## src/rtl/udm_bus_arbiter_if.sv

```systemverilog
// One req/ack/resp bus segment. The master modport drives the request side
// and the slave modport answers with accept, response and read data.
interface udm_bus_arbiter_if;
    logic        req;
    logic        we;
    logic [31:0] addr;
    logic [3:0]  be;
    logic [31:0] wdata;
    logic        ack;
    logic        resp;
    logic [31:0] rdata;

    modport master (
        output req, we, addr, be, wdata,
        input  ack, resp, rdata
    );

    modport slave (
        input  req, we, addr, be, wdata,
        output ack, resp, rdata
    );
endinterface

```

## src/rtl/udm_bus_arbiter.sv

```systemverilog
// Two-master arbiter sharing one slave bus between the UDM debug master (m0)
// and a second master (m1); in-order read responses are routed via an ID FIFO.
module udm_bus_arbiter #(
    parameter string PRIO_MODE       = "RR",
    parameter int    RESP_FIFO_DEPTH = 4
) (
    input  logic                    clk_i,
    input  logic                    rst_i,
    udm_bus_arbiter_if.slave        m0,
    udm_bus_arbiter_if.slave        m1,
    udm_bus_arbiter_if.master       s,
    output logic                    err_o
);

    localparam bit PRIO_RR = (PRIO_MODE == "RR");
    localparam int AW      = (RESP_FIFO_DEPTH > 2) ? $clog2(RESP_FIFO_DEPTH) : 1;

    typedef enum logic {
        IDLE,
        GRANT
    } state_t;

    state_t        state;
    logic          g;
    logic          lw;

    logic          id_mem [RESP_FIFO_DEPTH];
    logic [AW-1:0] wr_ptr;
    logic [AW-1:0] rd_ptr;
    logic [AW:0]   count;

    logic          in_grant;
    logic          mg_req;
    logic          mg_we;
    logic          fifo_empty;
    logic          fifo_full;
    logic          head;
    logic          pop;
    logic          push;
    logic          done;
    logic          pick;

    assign in_grant   = (state == GRANT);
    assign mg_req     = g ? m1.req : m0.req;
    assign mg_we      = g ? m1.we  : m0.we;

    assign fifo_empty = (count == '0);
    assign fifo_full  = (count == (AW+1)'(RESP_FIFO_DEPTH));
    assign head       = id_mem[rd_ptr];
    assign pop        = s.resp & ~fifo_empty;

    // A response freeing a slot this very cycle lets a held read proceed.
    assign s.req      = in_grant & mg_req & (mg_we | ~fifo_full | pop);
    assign done       = s.req & s.ack;
    assign push       = done & ~mg_we;

    assign m0.ack     = done & ~g;
    assign m1.ack     = done &  g;
    assign m0.resp    = pop & ~head;
    assign m1.resp    = pop &  head;
    assign m0.rdata   = s.rdata;
    assign m1.rdata   = s.rdata;

    // Contention resolves to the master that did not win last (RR) or to m0.
    assign pick = (m0.req & m1.req) ? (PRIO_RR ? ~lw : 1'b0) : m1.req;

    // NOTE: every output gets a default before the branch, so no latch is inferred.
    always_comb begin
        s.we    = 1'b0;
        s.addr  = '0;
        s.be    = '0;
        s.wdata = '0;
        if (in_grant) begin
            s.we    = mg_we;
            s.addr  = g ? m1.addr  : m0.addr;
            s.be    = g ? m1.be    : m0.be;
            s.wdata = g ? m1.wdata : m0.wdata;
        end
    end

    // NOTE: state is updated with non-blocking assignments so every register
    // samples the pre-edge values regardless of statement order.
    always_ff @(posedge clk_i) begin
        if (rst_i) begin
            state  <= IDLE;
            g      <= 1'b0;
            lw     <= 1'b1;
            wr_ptr <= '0;
            rd_ptr <= '0;
            count  <= '0;
            err_o  <= 1'b0;
        end else begin
            case (state)
                IDLE: begin
                    if (m0.req | m1.req) begin
                        g     <= pick;
                        state <= GRANT;
                    end
                end
                GRANT: begin
                    if (!mg_req) begin
                        state <= IDLE;
                    end else if (done) begin
                        lw    <= g;
                        state <= IDLE;
                    end
                end
                default: state <= IDLE;
            endcase

            if (push) wr_ptr <= wr_ptr + AW'(1);
            if (pop)  rd_ptr <= rd_ptr + AW'(1);

            case ({push, pop})
                2'b10:   count <= count + (AW+1)'(1);
                2'b01:   count <= count - (AW+1)'(1);
                default: count <= count;
            endcase

            if (s.resp && fifo_empty) err_o <= 1'b1;
        end
    end

    // NOTE: the ID storage has no reset; the pointers and count alone define
    // which entries are valid.
    always_ff @(posedge clk_i) begin
        if (push) id_mem[wr_ptr] <= g;
    end

endmodule

```

## src/flat_wrapper.sv

```systemverilog
// flat-port wrapper written by rule: the top's interface ports become plain ports
module udm_bus_arbiter_flat 
#(
    parameter string PRIO_MODE       = "  ",
    parameter int    RESP_FIFO_DEPTH = 4
)
  (clk_i, rst_i, err_o, m0_req, m0_we, m0_addr, m0_be, m0_wdata, m0_ack, m0_resp, m0_rdata, m1_req, m1_we, m1_addr, m1_be, m1_wdata, m1_ack, m1_resp, m1_rdata, s_req, s_we, s_addr, s_be, s_wdata, s_ack, s_resp, s_rdata);
  udm_bus_arbiter_if m0_i ();
  udm_bus_arbiter_if m1_i ();
  udm_bus_arbiter_if s_i ();
  input  logic clk_i;
  input  logic rst_i;
  output logic err_o;
  input wire logic [$bits(m0_i.req)-1:0] m0_req;
  input wire logic [$bits(m0_i.we)-1:0] m0_we;
  input wire logic [$bits(m0_i.addr)-1:0] m0_addr;
  input wire logic [$bits(m0_i.be)-1:0] m0_be;
  input wire logic [$bits(m0_i.wdata)-1:0] m0_wdata;
  output wire logic [$bits(m0_i.ack)-1:0] m0_ack;
  output wire logic [$bits(m0_i.resp)-1:0] m0_resp;
  output wire logic [$bits(m0_i.rdata)-1:0] m0_rdata;
  input wire logic [$bits(m1_i.req)-1:0] m1_req;
  input wire logic [$bits(m1_i.we)-1:0] m1_we;
  input wire logic [$bits(m1_i.addr)-1:0] m1_addr;
  input wire logic [$bits(m1_i.be)-1:0] m1_be;
  input wire logic [$bits(m1_i.wdata)-1:0] m1_wdata;
  output wire logic [$bits(m1_i.ack)-1:0] m1_ack;
  output wire logic [$bits(m1_i.resp)-1:0] m1_resp;
  output wire logic [$bits(m1_i.rdata)-1:0] m1_rdata;
  output wire logic [$bits(s_i.req)-1:0] s_req;
  output wire logic [$bits(s_i.we)-1:0] s_we;
  output wire logic [$bits(s_i.addr)-1:0] s_addr;
  output wire logic [$bits(s_i.be)-1:0] s_be;
  output wire logic [$bits(s_i.wdata)-1:0] s_wdata;
  input wire logic [$bits(s_i.ack)-1:0] s_ack;
  input wire logic [$bits(s_i.resp)-1:0] s_resp;
  input wire logic [$bits(s_i.rdata)-1:0] s_rdata;
  assign m0_i.req = m0_req;
  assign m0_i.we = m0_we;
  assign m0_i.addr = m0_addr;
  assign m0_i.be = m0_be;
  assign m0_i.wdata = m0_wdata;
  assign m0_ack = m0_i.ack;
  assign m0_resp = m0_i.resp;
  assign m0_rdata = m0_i.rdata;
  assign m1_i.req = m1_req;
  assign m1_i.we = m1_we;
  assign m1_i.addr = m1_addr;
  assign m1_i.be = m1_be;
  assign m1_i.wdata = m1_wdata;
  assign m1_ack = m1_i.ack;
  assign m1_resp = m1_i.resp;
  assign m1_rdata = m1_i.rdata;
  assign s_req = s_i.req;
  assign s_we = s_i.we;
  assign s_addr = s_i.addr;
  assign s_be = s_i.be;
  assign s_wdata = s_i.wdata;
  assign s_i.ack = s_ack;
  assign s_i.resp = s_resp;
  assign s_i.rdata = s_rdata;
  udm_bus_arbiter #(.PRIO_MODE(PRIO_MODE), .RESP_FIFO_DEPTH(RESP_FIFO_DEPTH)) u_core (.clk_i(clk_i), .rst_i(rst_i), .m0(m0_i), .m1(m1_i), .s(s_i), .err_o(err_o));
endmodule
```

## config.mk

```make
export PLATFORM = sky130hd
export DESIGN_NAME = udm_bus_arbiter_flat
export DESIGN_NICKNAME = d
export VERILOG_FILES = /design/src/rtl/udm_bus_arbiter_if.sv /design/src/rtl/udm_bus_arbiter.sv /design/src/flat_wrapper.sv
export SDC_FILE = /design/constraint.sdc
export NUM_CORES = 1
export LEC_CHECK = 0
export ABC_AREA = 0
export BUFFER_PORTS_ARGS = -buffer_cell sky130_fd_sc_hd__buf_4
export CORE_AREA = 5 5 118 120
export CTS_CLUSTER_SIZE = 10
export DETAILED_ROUTE_END_ITERATION = 7
export DIE_AREA = 0 0 123 125
export GPL_ROUTABILITY_DRIVEN = 0
export GPL_TIMING_DRIVEN = 0
export HOLD_SLACK_MARGIN = 0.03
export PLACE_DENSITY = 0.59
export REMOVE_ABC_BUFFERS = 1
export SLEW_MARGIN = 15
export SYNTH_ARGS = -nofsm -noshare
export SYNTH_HDL_FRONTEND = slang
export SYNTH_SLANG_ARGS = --single-unit
export TNS_END_PERCENT = 100
```

## constraint.sdc

```tcl
create_clock -name clk_i -period 3.4 [get_ports clk_i]
set_input_delay 0.68 -clock clk_i [delete_from_list [all_inputs] [get_ports clk_i]]
set_output_delay 0.68 -clock clk_i [all_outputs]
set_load 0.005 [all_outputs]
```

==> impl_metrics.ini, run 1 <==
[power_and_ir_drop]
p_sw_uw = 270
internal_power_uw = 615
ir_worst_vdd_mv = 0.127
p_leak_uw = 0.00175
cellPowerDensity_nw_per_um2 = 237
finalPower_uw = 885
swShare_pct = 30.5
seq_power_share_pct = 25.4
pwr-share-comb_pct = 48.4
clockPowerShare_pct = 26.1

[global_route]
antenna_found_initial = 0
grt_pass1_vias = 2712
grt_overflow_total = 0
grt_pass1_wl_mm = 17.2
grt_max_degree = 72
grt_usage_pct = 14.9

[final_layout]
drive_above_1_share_pct = 52.4
nNetsFinal = 624
seq_area_sq_um = 364
final_cell_mix = buf_4, nor2_1, mux2i_1
antenna_cells = 0
mostFrequentLayoutCell = buf_4
multi_input_area_sq_um = 1360
area_growth_pct = 60.7
fill_cells = 1432
postLayoutCellArea_sq_um = 3720

[placed_design]
placed_cell_area_sq_um = 3640
dp_hpwl_mm = 10.8
portBuffers = 218

[floorplan]
initial_utilization_pct = 18.0
die_y_um = 125
boundaryPins = 315
design.die.area_sq_um = 15400
die_w_um = 123
core_area_sq_um = 12900
num_rows = 42

[setup_path]
critPathKind = reg -> reg
startpoint_type = flip-flop
cp-end-kind = flip-flop
crit_fanout = 37
arrival_ns = 3.14
worstPathRequired_ns = 3.58

[timing]
tightest_slew_ns = 0.916
finalClockSkew_ns = 0.00189
rsz0062_at_grt = false
setup_viol_count_final = 0
period_needed_ns = 2.96
hold_viol = 0
relSlewSlack_pct = 38.9
drv_slew = 0
max_freq_mhz = 338
fin_crit_sh_pct = 87.1
hold_ws_ns = 0.482

[clock_network]
cts_resized = 0
cts_buffers = 3
post-cts-setup-buffers = 0
hold_buffers = 0
clkTransAtPathRegs_ns = 0.05
clk_path_buf_depth = 2
worstSkewPairLatency_ns = 0.25
tritoncts = built
h-tree-depth = 1
clock_sinks = 16
cts_root_buf = clkbuf_16

[drt]
drt_iter0_markers = 77
dr.pass1.iters = 4
wirelength_mm = 12.2
vias = 2589
routedWlPerCell_um = 19.7
ant_nets = 0
drc = 0
via_per_inst = 4.20

[logic_synthesis]
synth_edf_count = 4
synth_area_per_cell_sq_um = 7.75
syn_inst = 299
synth_warnings = 0
synthFlopType = dfxtp_1
yosysUniqueCellTypes = 34
synthArstFlopShare_pct = 0
ys_seq_area_share_pct = 15.6
ys_ff_latch = 16
netlist_area_sq_um = 2320

[outcome]
status = finished clean

[min_path]
hold_path.class = reg -> reg

[job]
maxCapViolations = 0
==> path summary, 6_finish.rpt <==
path	from	to	slack (ns)	depth (start not counted)
max reg2reg	u_core.g	u_core.count[2]	0.44	9
min reg2reg	u_core.err_o	u_core.err_o	0.48	2
min	u_core.err_o	u_core.err_o	0.48	2
max	u_core.g	u_core.count[2]	0.44	9
==> logic make-up (layout without fill, tap and decap cells) <==
| family | count (synthesis) | in the layout | synth area share, % |
|---|---|---|---|
| AOI/OAI and AO/OA | 13 | 13 | 3.51 |
| and+or+nand+nor | 97 | 97 | 17.9 |
| buffers and inverters | 90 | 232 | 25.6 |
| muxes | 73 | 73 | 32.3 |
| adders and majority gates | 6 | 6 | 3.56 |
| xor gates and xnor gates | 4 | 4 | 1.51 |
| DFF | 16 | 16 | 15.6 |
==> cell usage after synthesis, types with 2 or more instances <==
| cell | n | area share [%] |
|---|---|---|
| and2_2 | 2 | 0.65 |
| nor3_1 | 3 | 0.65 |
| nand2b_1 | 2 | 0.54 |
| edfxtp_1 | 4 | 5.2 |
| nor2_1 | 80 | 13 |
| a21oi_1 | 6 | 1.3 |
| xor2_1 | 4 | 1.5 |
| mux2i_1 | 70 | 30 |
| and2_1 | 2 | 0.54 |
| o21ai_0 | 2 | 0.43 |
| ha_1 | 5 | 2.7 |
| clkbuf_1 | 8 | 1.3 |
| nand2_1 | 2 | 0.32 |
| inv_1 | 8 | 1.3 |
| buf_2 | 7 | 1.5 |
| a211oi_1 | 2 | 0.65 |
| dfxtp_1 | 12 | 10 |
| buf_4 | 64 | 21 |
==> critical path, cell delays in order, from the launching register on <==
cell and delay [ns]:
dfxtp_4 0.73, mux2_2 0.43, and4b_1 0.31, inv_1 0.09
ha_1 0.18, inv_1 0.08, fa_1 0.44, xor2_1 0.17
or3_1 0.31, a21oi_1 0.14
==> power by group through the flow <==
stage / clock network, uW / registers, uW / logic [uW]
finish: 231 / 225 / 429
global route: 242 / 227 / 471
CTS: 237 / 225 / 438
detailed placement: 0 / 229 / 437
global placement: 0 / 242 / 429
floorplan: 0 / 236 / 158
==> per-stage QoR <==
stage	setup TNS (ns)	instances	utilization, %	setup slack, ns
2_1_floorplan	-23.69	218	-	-1.31
3_3_place_gp	-91.82	612	28.1	-2.11
3_5_place_dp	0	613	28.3	0.312
4_1_cts	0	617	28.9	0.401
5_1_grt	0	617	28.9	0.301
6_report	0	617	28.9	0.439
==> final cells by class <==
cell class / count / share of cell area [%]
Tap cell: 176 / 5.91
Sequential cell: 16 / 9.77
Clock buffer: 3 / 2.02
Inverter: 9 / 0.941
Multi-Input combinational cell: 193 / 36.6
Timing Repair Buffer: 219 / 44.7
Clock inverter: 1 / 0.101
==> layer usage <==
metal | share of wire (%) | global-route usage, % | wire length, um | vias to the layer above
li1 | - | - | - | 1209
met1 | 42 | 19.4 | 5160 | 1151
met2 | 37 | 18.9 | 4480 | 221
met3 | 20 | 12.9 | 2430 | 6
met4 | 0.31 | 1.37 | 38 | 2
met5 | 0.42 | 3.62 | 51 | -
Power figures use the tool's default switching activity.
==> inputs of run 2 (changes only) <==
Settings changed: PLACE_DENSITY 0.59 to default, PLACE_DENSITY_LB_ADDON from default to 0.3.
==> run 2 against run 1 <==
  * Register-to-register slack improved by 0.19 ns
  * Design area unchanged
  * Wire length increased by 1.3%
  * Critical path type is now reg -> out
  * Fmax increased by 5.9%
  * Sequential share of layout area unchanged
  * Combinational power is essentially flat
  * Critical endpoint is now s_wdata[2]
  * Sequential power is 2% lower
  * Largest cell class unchanged
  * Non-clock buffer count unchanged
  * Count of clock-buffer cells in the layout unchanged
  * First-iteration DRC count increased by 30%
==> impl_metrics.ini, run 2 (synthesis gave the netlist of run 1 again) <==
[floorplan]
die_w_um = 123
initial_utilization_pct = 18.0
die_y_um = 125
num_rows = 42
core_area_sq_um = 12900
boundaryPins = 315
design.die.area_sq_um = 15400

[clock_network]
cts_buffers = 3
clk_path_buf_depth = 2
worstSkewPairLatency_ns = 0.25
cts_resized = 0
clock_sinks = 16
post-cts-setup-buffers = 0
tritoncts = built
hold_buffers = 0
h-tree-depth = 1
cts_root_buf = clkbuf_16
clkTransAtPathRegs_ns = 0.05

[timing]
finalClockSkew_ns = 0.00253
setup_tns_ns = 0
drv_slew = 0
rsz0062_at_grt = false
relSlewSlack_pct = 39.6
max_freq_mhz = 358
setup_slack_ns = 0.603
setup_viol_count_final = 0
period_needed_ns = 2.80
hold_viol = 0
fin_crit_sh_pct = 82.3
tightest_slew_ns = 0.905

[setup_path]
arrival_ns = 2.12
worst_path_largest_cell_delay_ns = 0.71
crit_chain = clkinv_2 > nor2_1 > buf_4
worstPathRequired_ns = 2.72
cp-end-kind = output port
cp_slowest_cell = clkinv_2
startpoint_type = flip-flop
regToRegSetupSlack_ns = 0.63
critPathKind = reg -> out
crit_fanout = 71

[power_and_ir_drop]
p_sw_uw = 266
clockPowerShare_pct = 26.1
swShare_pct = 30.3
internal_power_uw = 614
seq_power_share_pct = 25.1
ir_worst_vdd_mv = 0.150
finalPower_uw = 880
pwr-share-comb_pct = 48.8
cellPowerDensity_nw_per_um2 = 236
p_leak_uw = 0.00175

[min_path]
hold_path.class = reg -> reg

[global_route]
grt_max_degree = 72
grt_usage_pct = 15.1
grt_overflow_total = 0
grt_pass1_vias = 2757
antenna_found_initial = 0
grt_pass1_wl_mm = 17.3

[final_layout]
drive_above_1_share_pct = 52.4
area_growth_pct = 60.7
finalNonFillerCells = 617
final_util_pct = 28.9
antenna_cells = 0
final_cell_mix = buf_4, nor2_1, mux2i_1
mostFrequentLayoutCell = buf_4
nNetsFinal = 624

[drt]
routedWlPerCell_um = 20.0
ant_nets = 0
drc = 0
vias = 2587
via_per_inst = 4.19
wirelength_mm = 12.3
dr.pass1.iters = 4
drt_iter0_markers = 100

[outcome]
status = finished clean

[placed_design]
dp_hpwl_mm = 10.9
portBuffers = 218
dp.cells = 613
dpl_worst_slack_ns = 0.336

[job]
maxCapViolations = 0
## run 2: cell counts in the layout (fill, tap and decap cells not counted)
Identical to the previous run, type by type.
## run 2: final cells by class
class,instances,area (sq um)
clock buffers,3,75.1
fillers,1413,9150
multi-input cells,193,1360
repair buffers,219,1660
inverters,9,35.0
well taps,176,220
flip-flops and latches,16,364
clock inverters,1,3.75
## run 2: metrics by stage
stage	instance area [sq um]	hold WS, ns
floorplan	1760	0.460
global placement	3610	0.463
detailed placement	3640	0.476
CTS	3720	0.488
global route	3720	0.522
finish	3720	0.485
## run 2: power by group through the flow
| stage | clock [uW] | sequential, uW | combinational [uW] |
|---|---|---|---|
| final | 230 | 221 | 430 |
| after global routing | 248 | 222 | 469 |
| after CTS | 236 | 221 | 440 |
| after detailed placement | 0 | 225 | 439 |
| after global placement | 0 | 243 | 429 |
| after floorplan | 0 | 236 | 158 |
## run 2: worst paths after layout
path,from,to,depth (start not counted)
worst max register to register,u_core.g,u_core.count[2],9
worst max-delay path,u_core.in_grant,s_wdata[2],3
worst min register to register,u_core.err_o,u_core.err_o,2
worst min-delay path,u_core.err_o,u_core.err_o,2
## run 2: critical path: cells and delay by family (launching register included)
family        cells  cell delay (ns)
flops             1             0.40
simple gates      1             0.55
buf+inv           2             0.90
## run 2: routing by layer
metal / vias to the layer above / wire length (um) / GRT usage, %
li1: 1206 / - / -
met1: 1186 / 5010 / 18.4
met2: 187 / 5200 / 21.7
met3: 8 / 2070 / 11.8
met4: 0 / 42 / 0.977
met5: - / 0 / 3.29
==> inputs of run 3 (changes only) <==
Clock period 3.4 ns to 2.9 ns, I/O delays scaled along.
==> run 3 against run 2 <==
  * Sequential share of layout area is essentially flat
  * Design area grew 0.40%
  * Clock power grew 17%
  * Wire length grew 1.3%
  * Die area is the same
  * Clock skew is essentially flat
  * Global-route usage is the same
  * Total power grew 18%
  * Critical path type unchanged
==> impl_metrics.ini, run 3 (synthesis gave the netlist of run 1 again) <==
[floorplan]
initial_utilization_pct = 18.0
num_rows = 42
design.die.area_sq_um = 15400
boundaryPins = 315
core_area_sq_um = 12900
die_y_um = 125
die_w_um = 123

[placed_design]
dpl_worst_slack_ns = -0.0645
portBuffers = 218
dp_hpwl_mm = 10.9

[setup_path]
worstSetupEndpoint = s_wdata[2]
worst_path_largest_cell_delay_ns = 0.72
crit_fanout = 71
cp.depth = 3
cpLargestDelayFamily = buffers and inverters
arrival_ns = 2.15
crit_start = u_core.in_grant
cp_num_buf_inv = 2
crit_chain = clkinv_2 > nor2_1 > buf_4
critPathKind = reg -> out
startpoint_type = flip-flop
rr_endpoint = u_core.count[2]
r2r-start = u_core.count[0]
worstPathRequired_ns = 2.32
cp_slowest_cell = clkinv_2
cp-end-kind = output port
regToRegSetupSlack_ns = 0.21
ff2ff_path_depth = 9

[clock_network]
clock_sinks = 16
cts_resized = 0
tritoncts = built
h-tree-depth = 1
clk_path_buf_depth = 2
cts_buffers = 3
clkTransAtPathRegs_ns = 0.05
hold_buffers = 0
cts_root_buf = clkbuf_16
post-cts-setup-buffers = 0
worstSkewPairLatency_ns = 0.25

[power_and_ir_drop]
p_sw_uw = 315
p_leak_uw = 0.00176
pwr-share-comb_pct = 49.5
clockPowerShare_pct = 26.0
seq_power_share_pct = 24.5
ir_worst_vdd_mv = 0.176
swShare_pct = 30.4
cellPowerDensity_nw_per_um2 = 277
internal_power_uw = 722

[drt]
dr.pass1.iters = 4
drt_iter0_markers = 77
ant_nets = 0
wirelength_mm = 12.5
vias = 2593
via_per_inst = 4.20
routedWlPerCell_um = 20.2
drc = 0

[timing]
tightest_slew_ns = 0.906
max_freq_mhz = 367
setup_slack_ns = 0.174
drv_slew = 0
setup_tns_ns = 0
fin_crit_sh_pct = 94.0
period_needed_ns = 2.73
relSlewSlack_pct = 39.6
finalClockSkew_ns = 0.00262
setup_viol_count_final = 0
rsz0062_at_grt = false
hold_viol = 0

[global_route]
grt_max_degree = 72
grt_usage_pct = 15.1
grt_overflow_total = 0
grt_pass1_wl_mm = 17.3
grt_pass1_vias = 2757
antenna_found_initial = 0

[job]
maxCapViolations = 0

[final_layout]
final_cell_mix = buf_4, nor2_1, mux2i_1
mostFrequentLayoutCell = buf_4
antenna_cells = 0
area_growth_pct = 61.4
drive_above_1_share_pct = 52.5
nNetsFinal = 625

[min_path]
hold_path.class = reg -> reg

[outcome]
status = finished clean
==> run 3: cell types whose count changed in the layout (fill, tap and decap cells not counted) <==
| cell | change |
|---|---|
| buf_8 | +1 |
==> run 3: layout make-up <==
class / count / area (sq um)
Fill cell: 1412 / 9140
Tap cell: 176 / 220
Timing Repair Buffer: 220 / 1680
Clock buffer: 3 / 75.1
Clock inverter: 1 / 3.75
Multi-Input combinational cell: 193 / 1360
Sequential cell: 16 / 364
Inverter: 9 / 35.0
==> run 3: worst min-delay path: stages, from the launching register on <==
cell	delay (ns)
dfxtp_1	0.33
a21oi_1	0.04
nor2_1	0.08
==> run 3: stage by stage <==
step	area [sq um]	std cells	hold WS (ns)	total power (uW)	util [%]
6_report	3740	618	0.485	1040	29.0
4_1_cts	3720	617	0.488	1050	28.9
2_1_floorplan	1760	218	0.460	461	-
3_3_place_gp	3610	612	0.463	788	28.1
5_1_grt	3740	618	0.522	1110	29.0
3_5_place_dp	3640	613	0.476	779	28.3
==> run 3: worst min-delay path by stage <==
| stage | start | cells after the start | endpoint | slack, ns |
|---|---|---|---|---|
| final | u_core.err_o | 2 | u_core.err_o | 0.48 |
| after global routing | u_core.err_o | 2 | u_core.err_o | 0.52 |
| after detailed placement | u_core.err_o | 2 | u_core.err_o | 0.48 |
| after global placement | u_core.err_o | 2 | u_core.err_o | 0.46 |
| after floorplan | u_core.err_o | 2 | u_core.err_o | 0.46 |
| after CTS | u_core.err_o | 2 | u_core.err_o | 0.49 |
==> run 3: routing by layer <==
layer  GRT usage (%)  vias to the layer above  part of all wire, %
met5            3.29                        -                    0
met4           0.977                        0                 0.31
met3            11.8                        6                   17
met2            21.7                      190                   42
met1            18.4                     1188                   41
li1                -                     1209                    -
==> run 3: power groups by stage <==
stage | Combinational (uW) | Clock, uW | Sequential, uW
finish | 513 | 269 | 255
CTS | 516 | 277 | 259
global placement | 503 | 0 | 285
floorplan | 185 | 0 | 276
global route | 559 | 291 | 256
detailed placement | 515 | 0 | 263
